$ cat src/rtl/seg7_pkg.sv
// Shared types and constants for the multiplexed 7-segment scan driver.
// Segment patterns are active-low {g,f,e,d,c,b,a}.
package seg7_pkg;

  typedef enum logic {
    GAP   = 1'b0,
    DRIVE = 1'b1
  } scan_state_e;

  localparam logic [6:0] SEG_OFF = 7'h7F;

  // Index 0 is the rightmost entry: glyphs F..0 listed left to right.
  localparam logic [15:0][6:0] SEG_TABLE = {
    7'h0E, 7'h06, 7'h21, 7'h46, 7'h03, 7'h08, 7'h10, 7'h00,
    7'h78, 7'h02, 7'h12, 7'h19, 7'h30, 7'h24, 7'h79, 7'h40
  };

  function automatic logic [6:0] seg_decode(input logic [3:0] nib);
    return SEG_TABLE[nib];
  endfunction

endpackage

$ cat src/rtl/hex_to_seg7.sv
// Combinational hex nibble to active-low 7-segment pattern.
module hex_to_seg7
  import seg7_pkg::*;
(
  input  logic [3:0] hex,
  output logic [6:0] seg
);

  assign seg = seg_decode(hex);

endmodule

$ cat src/rtl/seg7_scan_driver.sv
// Multiplexed hex display scanner: one digit lit per scan_clk period, blank gap between digits.
// Optional leading-zero blanking when SEG7_LZ_BLANK_EN is defined.
module seg7_scan_driver
  import seg7_pkg::*;
#(
  parameter int NUM_DIGITS = 8,
  parameter int GAP_CYCLES = 2
) (
  input  logic                    clk_500,
  input  logic                    reset,
  input  logic                    scan_clk,
  input  logic [4*NUM_DIGITS-1:0] data,
  input  logic [NUM_DIGITS-1:0]   dp_mask,
  output logic [NUM_DIGITS-1:0]   an,
  output logic [6:0]              seg,
  output logic                    dp
);

  localparam int IDX_W = (NUM_DIGITS > 1) ? $clog2(NUM_DIGITS) : 1;
  localparam int GAP_W = (GAP_CYCLES > 1) ? $clog2(GAP_CYCLES) : 1;

  // [0],[1] synchronize scan_clk; [2] holds the previous synced level for edge detect.
  logic [2:0] sync_pipe;
  logic       tick;

  always_ff @(posedge clk_500) begin
    if (reset) begin
      sync_pipe <= '0;
      tick      <= 1'b0;
    end else begin
      sync_pipe <= {sync_pipe[1:0], scan_clk};
      tick      <= sync_pipe[1] & ~sync_pipe[2];
    end
  end

  logic [NUM_DIGITS-1:0][3:0] snap;
  logic [NUM_DIGITS-1:0]      dp_snap;
  logic [NUM_DIGITS-1:0][6:0] dig_seg;
  logic [NUM_DIGITS-1:0]      show;

  for (genvar i = 0; i < NUM_DIGITS; i++) begin : g_dig
    hex_to_seg7 u_dec (
      .hex (snap[i]),
      .seg (dig_seg[i])
    );
`ifdef SEG7_LZ_BLANK_EN
    // A digit shows if anything at or above it is nonzero or carries a decimal point.
    if (i == 0) begin : g_lsd
      assign show[i] = 1'b1;
    end else begin : g_upper
      assign show[i] = (|snap[NUM_DIGITS-1:i]) | (|dp_snap[NUM_DIGITS-1:i]);
    end
`else
    assign show[i] = 1'b1;
`endif
  end

  scan_state_e       state;
  logic [IDX_W-1:0]  idx;
  logic [GAP_W-1:0]  gap_cnt;

  // Outputs reflect the state held during the previous cycle, so every
  // pin is a flop and the blank window is exactly GAP_CYCLES long.
  always_ff @(posedge clk_500) begin
    if (reset) begin
      state   <= GAP;
      idx     <= '0;
      gap_cnt <= '0;
      snap    <= '0;
      dp_snap <= '0;
      an      <= '1;
      seg     <= SEG_OFF;
      dp      <= 1'b1;
    end else begin
      an  <= '1;
      seg <= SEG_OFF;
      dp  <= 1'b1;
      case (state)
        GAP: begin
          if (gap_cnt == GAP_W'(GAP_CYCLES - 1)) begin
            state   <= DRIVE;
            gap_cnt <= '0;
            // Frame-coherent capture: only refresh when starting digit 0.
            if (idx == '0) begin
              snap    <= data;
              dp_snap <= dp_mask;
            end
          end else begin
            gap_cnt <= gap_cnt + 1'b1;
          end
        end
        DRIVE: begin
          if (show[idx]) begin
            an[idx] <= 1'b0;
            seg     <= dig_seg[idx];
            dp      <= ~dp_snap[idx];
          end
          if (tick) begin
            state <= GAP;
            idx   <= (idx == IDX_W'(NUM_DIGITS - 1)) ? '0 : idx + 1'b1;
          end
        end
        default: state <= GAP;
      endcase
    end
  end

endmodule
$ cat config.mk
export PLATFORM = sky130hd
export DESIGN_NAME = seg7_scan_driver
export DESIGN_NICKNAME = d
export VERILOG_FILES = /design/src/rtl/seg7_pkg.sv /design/src/rtl/hex_to_seg7.sv /design/src/rtl/seg7_scan_driver.sv
export SDC_FILE = /design/constraint.sdc
export NUM_CORES = 1
export LEC_CHECK = 0
export ABC_AREA = 1
export CAP_MARGIN = 20
export CORE_MARGIN = 5
export CORE_UTILIZATION = 45
export CTS_CLUSTER_SIZE = 30
export DETAILED_ROUTE_END_ITERATION = 10
export PLACE_DENSITY = 0.66
export REMOVE_ABC_BUFFERS = 1
export SLEW_MARGIN = 20
export SYNTH_ARGS = -nofsm -noshare
export SYNTH_HDL_FRONTEND = slang
export SYNTH_HIERARCHICAL = 1
export SYNTH_SLANG_ARGS = --single-unit
$ cat constraint.sdc
create_clock -name clk_500 -period 3.6 [get_ports clk_500]
set_input_delay 0.72 -clock clk_500 [delete_from_list [all_inputs] [get_ports clk_500]]
set_output_delay 0.72 -clock clk_500 [all_outputs]
set_load 0.005 [all_outputs]
==> results.yml, run 1 <==
status:
  status: "complete, no violations"
final_layout:
  drive_above_1_share_pct: 5.14
  syn2layout_area_growth_pct: 17.8
  mostFrequentLayoutCell: "nand2_1"
  fin_nets: 953
  nFillCells: 1113
  design_area_um2: 5940
  diodes: 0
  layout_common_cells: "nand2_1, nor2_1, nand3_1"
setup_path:
  crit_slowest_cell: "inv_2"
  cp.arrival_ps: 2370
  cp_slowest_stage_delay_ps: 590
  crit_chain: "inv_2 > ha_1 > nand3_2 > buf_4 > inv_2 > nor2_1 > nor2_1"
  critPathMaxFanout: 41
  criticalPathCategory: "flip-flop to flip-flop"
  critPathCaptureType: "flip-flop"
  cp.required_ps: 3860
  critPathLaunchType: "flip-flop"
min_path:
  hold_class: "flip-flop to flip-flop"
timing:
  setup-tns-final_ps: 0
  slew_headroom_pct: 51.4
  finalSetupViolations: 0
  fmax_ghz: 0.475
  fin_hold_ws_ps: 396
  setup_ws_ps: 1490
  period_share_pct: 58.5
  worst_pin_slew_ps: 727
  finalHoldViolations: 0
  rsz0062_at_grt: "no"
  fin_worst_skew_ps: 4.92
  min_period_ps: 2110
  slew_violations: 0
place:
  routabilityCongestion: 0.876
  postPlaceCellArea_um2: 5570
  detailedPlace.worstSlack_ps: 1300
  port_buffers: 58
  hpwl_um: 8450
drt:
  vias: 4876
  ant_nets: 0
  drt_iter0_markers: 308
  drc_errors: 0
  vias_per_cell: 4.90
  dr.pass1.iters: 5
  wl_um: 11600
  post_drt_wl_per_cell_um: 11.6
power:
  power_density_nw_per_um2: 445
  intPower_mw: 1.81
  sw_frac_of_total_pct: 31.7
  power_frac_seq_pct: 34.2
  ir_worst_vdd_uv: 205
  power_frac_comb_pct: 24.9
  leakagePower_nw: 2.86
  switching_power_mw: 0.838
  clkPwrFrac_pct: 40.9
global_routing:
  overflow: 0
  grt_pass1_vias: 4440
  grt_max_degree: 45
  antenna_found_initial: 0
  grt_first_pass_wirelength_um: 19900
  grt_usage_pct: 18.1
clock_tree:
  cts.sinks: 65
  cts.clk_slew.worst_paths_ps: 60
  cts_buffer_depth: 2
  insertion_delay_ps: 320
  hold_buffers: 0
  cts_buffers: 9
  cts_resized: 0
  cts-root-buf: "clkbuf_16"
  postCtsSetupBuffers: 0
  htreeDepth: 3
  cts_tree: "yes"
die:
  core.rowCount: 38
  fp.dieW_um: 116
  io_pins: 59
  fp.dieH_um: 116
  core_um2: 10900
  start_util_pct: 46.1
  dieArea_um2: 13400
yosys:
  synth_cell_types: 23
  ys_seq_elements: 65
  syn_inst: 816
  yosysWarnings: 6
  synth_area_um2: 5040
  ys_seq_area_share_pct: 25.8
  avgSynthCellArea_um2: 6.18
run:
  drv_cap: 0
worst paths after layout:
check | start | to | slack, ps | depth (start not counted)
worst max-delay path | idx[0] | snap[24] | 1490 | 7
worst min-delay path | sync_pipe[2] | tick | 400 | 1
worst max register to register | idx[0] | snap[24] | 1490 | 7
worst min register to register | sync_pipe[2] | tick | 400 | 1
cells in the mapped netlist (all sizes together):
library cell	count	share of area [%]
nand2	244	18
nor2	120	9.4
inv	105	7.8
nand3	100	10
o21ai	73	7.8
dfxtp	65	26
ha	59	15
buf	30	4.2
clkbuf	6	0.52
or2	6	0.74
a21oi	4	0.40
nor3	4	0.40
critical path, delay by kind of cell (launching register included):
kind | cells | cell delay, ps
buffers and inverters | 3 | 1190
DFF | 1 | 310
and+or+nand+nor | 3 | 280
adders and majority gates | 1 | 240
power by group through the flow:
stage | clock network [mW] | registers [mW] | logic (mW)
after floorplan | 0 | 0.894 | 0.477
after global placement | 0 | 0.916 | 0.644
after detailed placement | 0 | 0.920 | 0.654
after CTS | 1.10 | 0.904 | 0.662
after global routing | 1.14 | 0.922 | 0.775
final | 1.08 | 0.905 | 0.659
per-layer routing:
metal	track usage (%)	wire length, um	vias to the layer above
met5	0	0	-
met4	4.80	109	0
met3	3.39	570	10
met2	28.9	5080	108
met1	25.1	5820	2164
li1	-	-	2594
registers in the layout, indices dropped and copies added (netlist names):
signal and cells:
snap 32, an 8, dp_snap 8, seg 7, idx 3, sync_pipe 3
dp 1, gap_cnt 1, state 1, tick 1
logic make-up after synthesis:
kind of cell,after synthesis,share of synthesized area (%)
AOI/OAI and AO/OA,77,8.24
adders and majority gates,59,14.6
buffers and inverters,141,12.6
DFF,65,25.8
and+or+nand+nor,474,38.7
area by class of cell:
class | count | area (um2) | share of cell area [%]
clock buffer | 9 | 225 | 3.79
clock inverter | 7 | 143 | 2.40
inverter | 105 | 394 | 6.63
multi-input combinational | 610 | 3110 | 52.3
sequential | 65 | 1300 | 21.9
tap | 140 | 175 | 2.95
timing repair buffer | 60 | 596 | 10.0
stage by stage:
stage / power [mW] / std cells / utilization (%)
CTS: 2.67 / 996 / 54.3
floorplan: 1.37 / 780 / -
global placement: 1.56 / 980 / 51.0
global route: 2.84 / 996 / 54.3
detailed placement: 1.57 / 980 / 51.0
finish: 2.64 / 996 / 54.3
Note: power is estimated with default switching activity, not from simulation.
==> run 2, diff against run 1 <==
- PLACE_DENSITY: 0.66 -> 0.69
- clock period: 3.6 -> 1.9 ns (I/O delays scaled with it)
==> results.yml, run 2 (synthesized netlist as in run 1, its figures left out) <==
setup_path:
  r2r_start: "idx[1]"
  criticalPathCategory: "flip-flop to flip-flop"
  cp-startpoint: "idx[1]"
  critPathCaptureType: "flip-flop"
  critPathMaxFanout: 40
  critPathLaunchType: "flip-flop"
  cp.arrival_ps: 1910
  cp.required_ps: 2170
timing:
  slew_headroom_pct: 50.9
  setup-tns-final_ps: 0
  setup_ws_ps: 254
  rsz0062_at_grt: "no"
  fmax_ghz: 0.607
  min_period_ps: 1650
  finalHoldViolations: 0
  worst_pin_slew_ps: 735
  finalSetupViolations: 0
  period_share_pct: 86.6
  fin_worst_skew_ps: 6.46
  slew_violations: 0
global_routing:
  grt_max_degree: 42
  grt_pass1_vias: 4252
  grt_first_pass_wirelength_um: 19600
  grt_usage_pct: 17.8
  overflow: 0
  antenna_found_initial: 0
die:
  core_um2: 10900
  dieArea_um2: 13400
  io_pins: 59
  start_util_pct: 46.1
  fp.dieW_um: 116
  fp.dieH_um: 116
  core.rowCount: 38
final_layout:
  layout_common_cells: "nand2_1, nor2_1, nand3_1"
  syn2layout_area_growth_pct: 18.6
  fin_nets: 969
  mostFrequentLayoutCell: "nand2_1"
  diodes: 0
  drive_above_1_share_pct: 6.66
  regMostFlops: "snap"
  largest_register_ff_count: 32
  largestRegisters: "snap (32), an (8), dp_snap (8)"
  design_area_um2: 5980
clock_tree:
  cts.clk_slew.worst_paths_ps: 60
  insertion_delay_ps: 330
  htreeDepth: 3
  cts_buffers: 9
  cts_buffer_depth: 2
  hold_buffers: 0
  postCtsSetupBuffers: 0
  cts_tree: "yes"
  cts.sinks: 65
  cts-root-buf: "clkbuf_16"
  cts_resized: 0
drt:
  dr.pass1.iters: 5
  vias: 4855
  top_layer: "met4"
  post_drt_wl_per_cell_um: 11.5
  wl_met3_um: 441
  drc_errors: 0
  vias_per_cell: 4.80
  drt_iter0_markers: 231
  met1_length_um: 5880
  ant_nets: 0
  dr_wl_met2_um: 5130
  wl_um: 11600
place:
  port_buffers: 58
  postPlaceCellArea_um2: 5690
  detailedPlace.worstSlack_ps: 167
  hpwl_um: 8750
  routabilityCongestion: 0.890
power:
  power_frac_comb_pct: 28.9
  sw_frac_of_total_pct: 34.1
  clkPwrFrac_pct: 34.9
  intPower_mw: 3.05
  ir_worst_vdd_uv: 425
  power_frac_seq_pct: 36.3
  power_density_nw_per_um2: 775
  leakagePower_nw: 2.89
  switching_power_mw: 1.58
run:
  drv_cap: 0
status:
  status: "complete, no violations"
min_path:
  hold_class: "flip-flop to flip-flop"
  hp-start: "sync_pipe[2]"
==> run 2: cell types whose count changed in the layout (fill, tap and decap cells not counted) <==
cell        previous run  this run
clkbuf_1               0         1
buf_4                  2        18
clkinv_4               2         0
clkinvlp_4             0         3
bufinv_16              4         1
==> run 2: worst paths after layout <==
check,end,slack (ps),depth (start not counted)
setup / recovery,snap[26],250,6
hold / removal,tick,400,1
setup reg to reg,snap[26],250,6
hold reg to reg,tick,400,1
==> run 2: layout make-up <==
class	instances	area (um2)
Tap cell	140	175
Multi-Input combinational cell	610	3110
Clock buffer	10	229
Sequential cell	65	1300
Inverter	105	394
Clock inverter	5	57.6
Fill cell	1131	4950
Timing Repair Buffer	76	716
==> run 2: metal layers <==
layer | track usage (%) | up-vias
li1 | - | 2618
met1 | 25.3 | 2140
met2 | 28.0 | 87
met3 | 3.08 | 10
met4 | 4.56 | 0
met5 | 0 | -
==> run 2: stage by stage <==
step                cells  hold WS, ps  total power [mW]  utilization (%)
finish               1011          396              4.63             54.7
global route         1011          409              5.00             54.7
CTS                  1011          395              4.66             54.7
detailed placement    996          388              3.04             52.1
global placement      996          383              3.03             52.1
floorplan             780          373              2.60                -
==> run 2: critical path, stage by stage (launching register included) <==
cell and delay [ps]:
dfxtp_1 380, inv_1 160, ha_1 180, nand3_2 90, inv_2 550, nor2_1 100
nor2_1 110
==> run 2: power groups by stage <==
stage          Combinational (mW)  Sequential [mW]  Clock, mW
2_1_floorplan               0.903             1.69          0
3_3_place_gp                 1.33             1.70          0
3_5_place_dp                 1.34             1.71          0
4_1_cts                      1.34             1.68       1.64
5_1_grt                      1.57             1.71       1.72
6_report                     1.34             1.68       1.62
==> run 3, diff against run 2 <==
- CAP_MARGIN: 20 -> not set
- PLACE_DENSITY: 0.69 -> 0.66
- clock period: 1.9 -> 1.61 ns (I/O delays scaled with it)
==> results.yml, run 3 (synthesized netlist as in run 1, its figures left out) <==
status:
  status: "complete, no violations"
final_layout:
  stdcell_count: 1029
  syn2layout_area_growth_pct: 23.3
  largestRegisters: "snap (32), an (8), dp_snap (8)"
  largest_register_ff_count: 32
  diodes: 0
  fin_nets: 986
  regMostFlops: "snap"
  nFillCells: 1097
  layout_common_cells: "nand2_1, nor2_1, nand3_1"
  mostFrequentLayoutCell: "nand2_1"
  drive_above_1_share_pct: 12.9
min_path:
  hold_class: "flip-flop to flip-flop"
  hold_depth: 1
  whs_endpoint: "tick"
  hp-start: "sync_pipe[2]"
drt:
  wl_um: 12400
  dr.pass1.iters: 4
  ant_nets: 0
  drt_iter0_markers: 274
  drc_errors: 0
  vias_per_cell: 4.93
  vias: 5071
  post_drt_wl_per_cell_um: 12.0
clock_tree:
  htreeDepth: 3
  cts_tree: "yes"
  insertion_delay_ps: 350
  cts_buffers: 9
  cts_buffer_depth: 2
  cts.clk_slew.worst_paths_ps: 60
  cts.sinks: 65
  cts-root-buf: "clkbuf_16"
place:
  port_buffers: 58
  post-place-cells: 1011
  hpwl_um: 9250
  routabilityCongestion: 0.870
setup_path:
  r2r_slack_ps: 120
  r2r_start: "snap[28]"
  crit_chain: "clkdlybuf4s50_1"
  criticalPathCategory: "flip-flop to output pin"
  crit_slowest_cell: "clkdlybuf4s50_1"
  cp_slowest_stage_delay_ps: 520
  cp.required_ps: 1290
  cp.arrival_ps: 1210
  critPathMaxFanout: 1
  critical_path.top_delay_family: "buffers and inverters"
  critPathLaunchType: "flip-flop"
  r2r_cells: 11
  r2r-end: "seg[0]"
  critPathCaptureType: "output pin"
  cp_num_buf_inv: 1
die:
  start_util_pct: 46.1
  dieArea_um2: 13400
  core.rowCount: 38
  fp.dieH_um: 116
  core_um2: 10900
  fp.dieW_um: 116
  io_pins: 59
global_routing:
  overflow: 0
  grt_usage_pct: 19.5
  antenna_found_initial: 0
  grt_first_pass_wirelength_um: 21100
  grt_max_degree: 42
  grt_pass1_vias: 4883
timing:
  period_share_pct: 95.4
  rsz0062_at_grt: "no"
  fmax_ghz: 0.651
  worst_pin_slew_ps: 448
  fin_hold_ws_ps: 402
  fin_worst_skew_ps: 7.93
  slew_headroom_pct: 70.1
  finalHoldViolations: 0
  slew_violations: 0
  finalSetupViolations: 0
  min_period_ps: 1540
run:
  drv_cap: 0
power:
  power_density_nw_per_um2: 911
  leakagePower_nw: 3.01
  ir_worst_vdd_uv: 771
-- run 3: area by class of cell --
cell class	instances	area (um2)	area share [%]
inverter	105	399	6.42
clock inverter	6	68.8	1.11
timing repair buffer	93	872	14.0
clock buffer	10	229	3.68
sequential	65	1330	21.4
multi-input combinational	610	3150	50.6
tap	140	175	2.82
-- run 3: worst max path at each step --
stage | slack [ps] | to | cells after the start | start
after floorplan | -870 | dp_snap[3] | 6 | idx[0]
after global placement | 3 | seg[2] | 6 | reset
after detailed placement | -30 | seg[1] | 6 | reset
after CTS | 10 | seg[0] | 11 | snap[28]
after global routing | 2 | seg[0] | 11 | snap[28]
final | 70 | seg[1] | 1 | seg[1]
-- run 3: repair_timing --
| item | in CTS | in global routing |
|---|---|---|
| hold buffers | 0 | 0 |
| resized for setup | 1 | 46 |
| endpoints found under the setup margin | 1 | 46 |
| buffers inserted | 0 | 2 |
| pin swaps | 0 | 2 |
-- run 3: metrics by stage --
stage	cell area, um2	worst slack [ps]	setup TNS (ps)	utilization, %	power (mW)
floorplan	4800	-868	-36010	-	3.06
global placement	5830	3.25	0	53.3	3.62
detailed placement	5830	-31.6	-45.6	53.3	3.66
CTS	6130	14.7	0	56.1	5.67
global route	6220	2.33	0	56.9	6.09
finish	6220	74.7	0	56.9	5.66
-- run 3: power breakdown --
group          total [mW]  internal [mW]  switching (mW)
sequential           1.97           1.77           0.195
combinational        1.72          0.731           0.992
clock                1.97           1.20           0.770
-- run 3: metal layers --
metal	track usage (%)	share of wire, %
met1	25.5	47
met2	31.7	46
met3	4.39	4.9
met4	6.96	1.7
met5	0	0
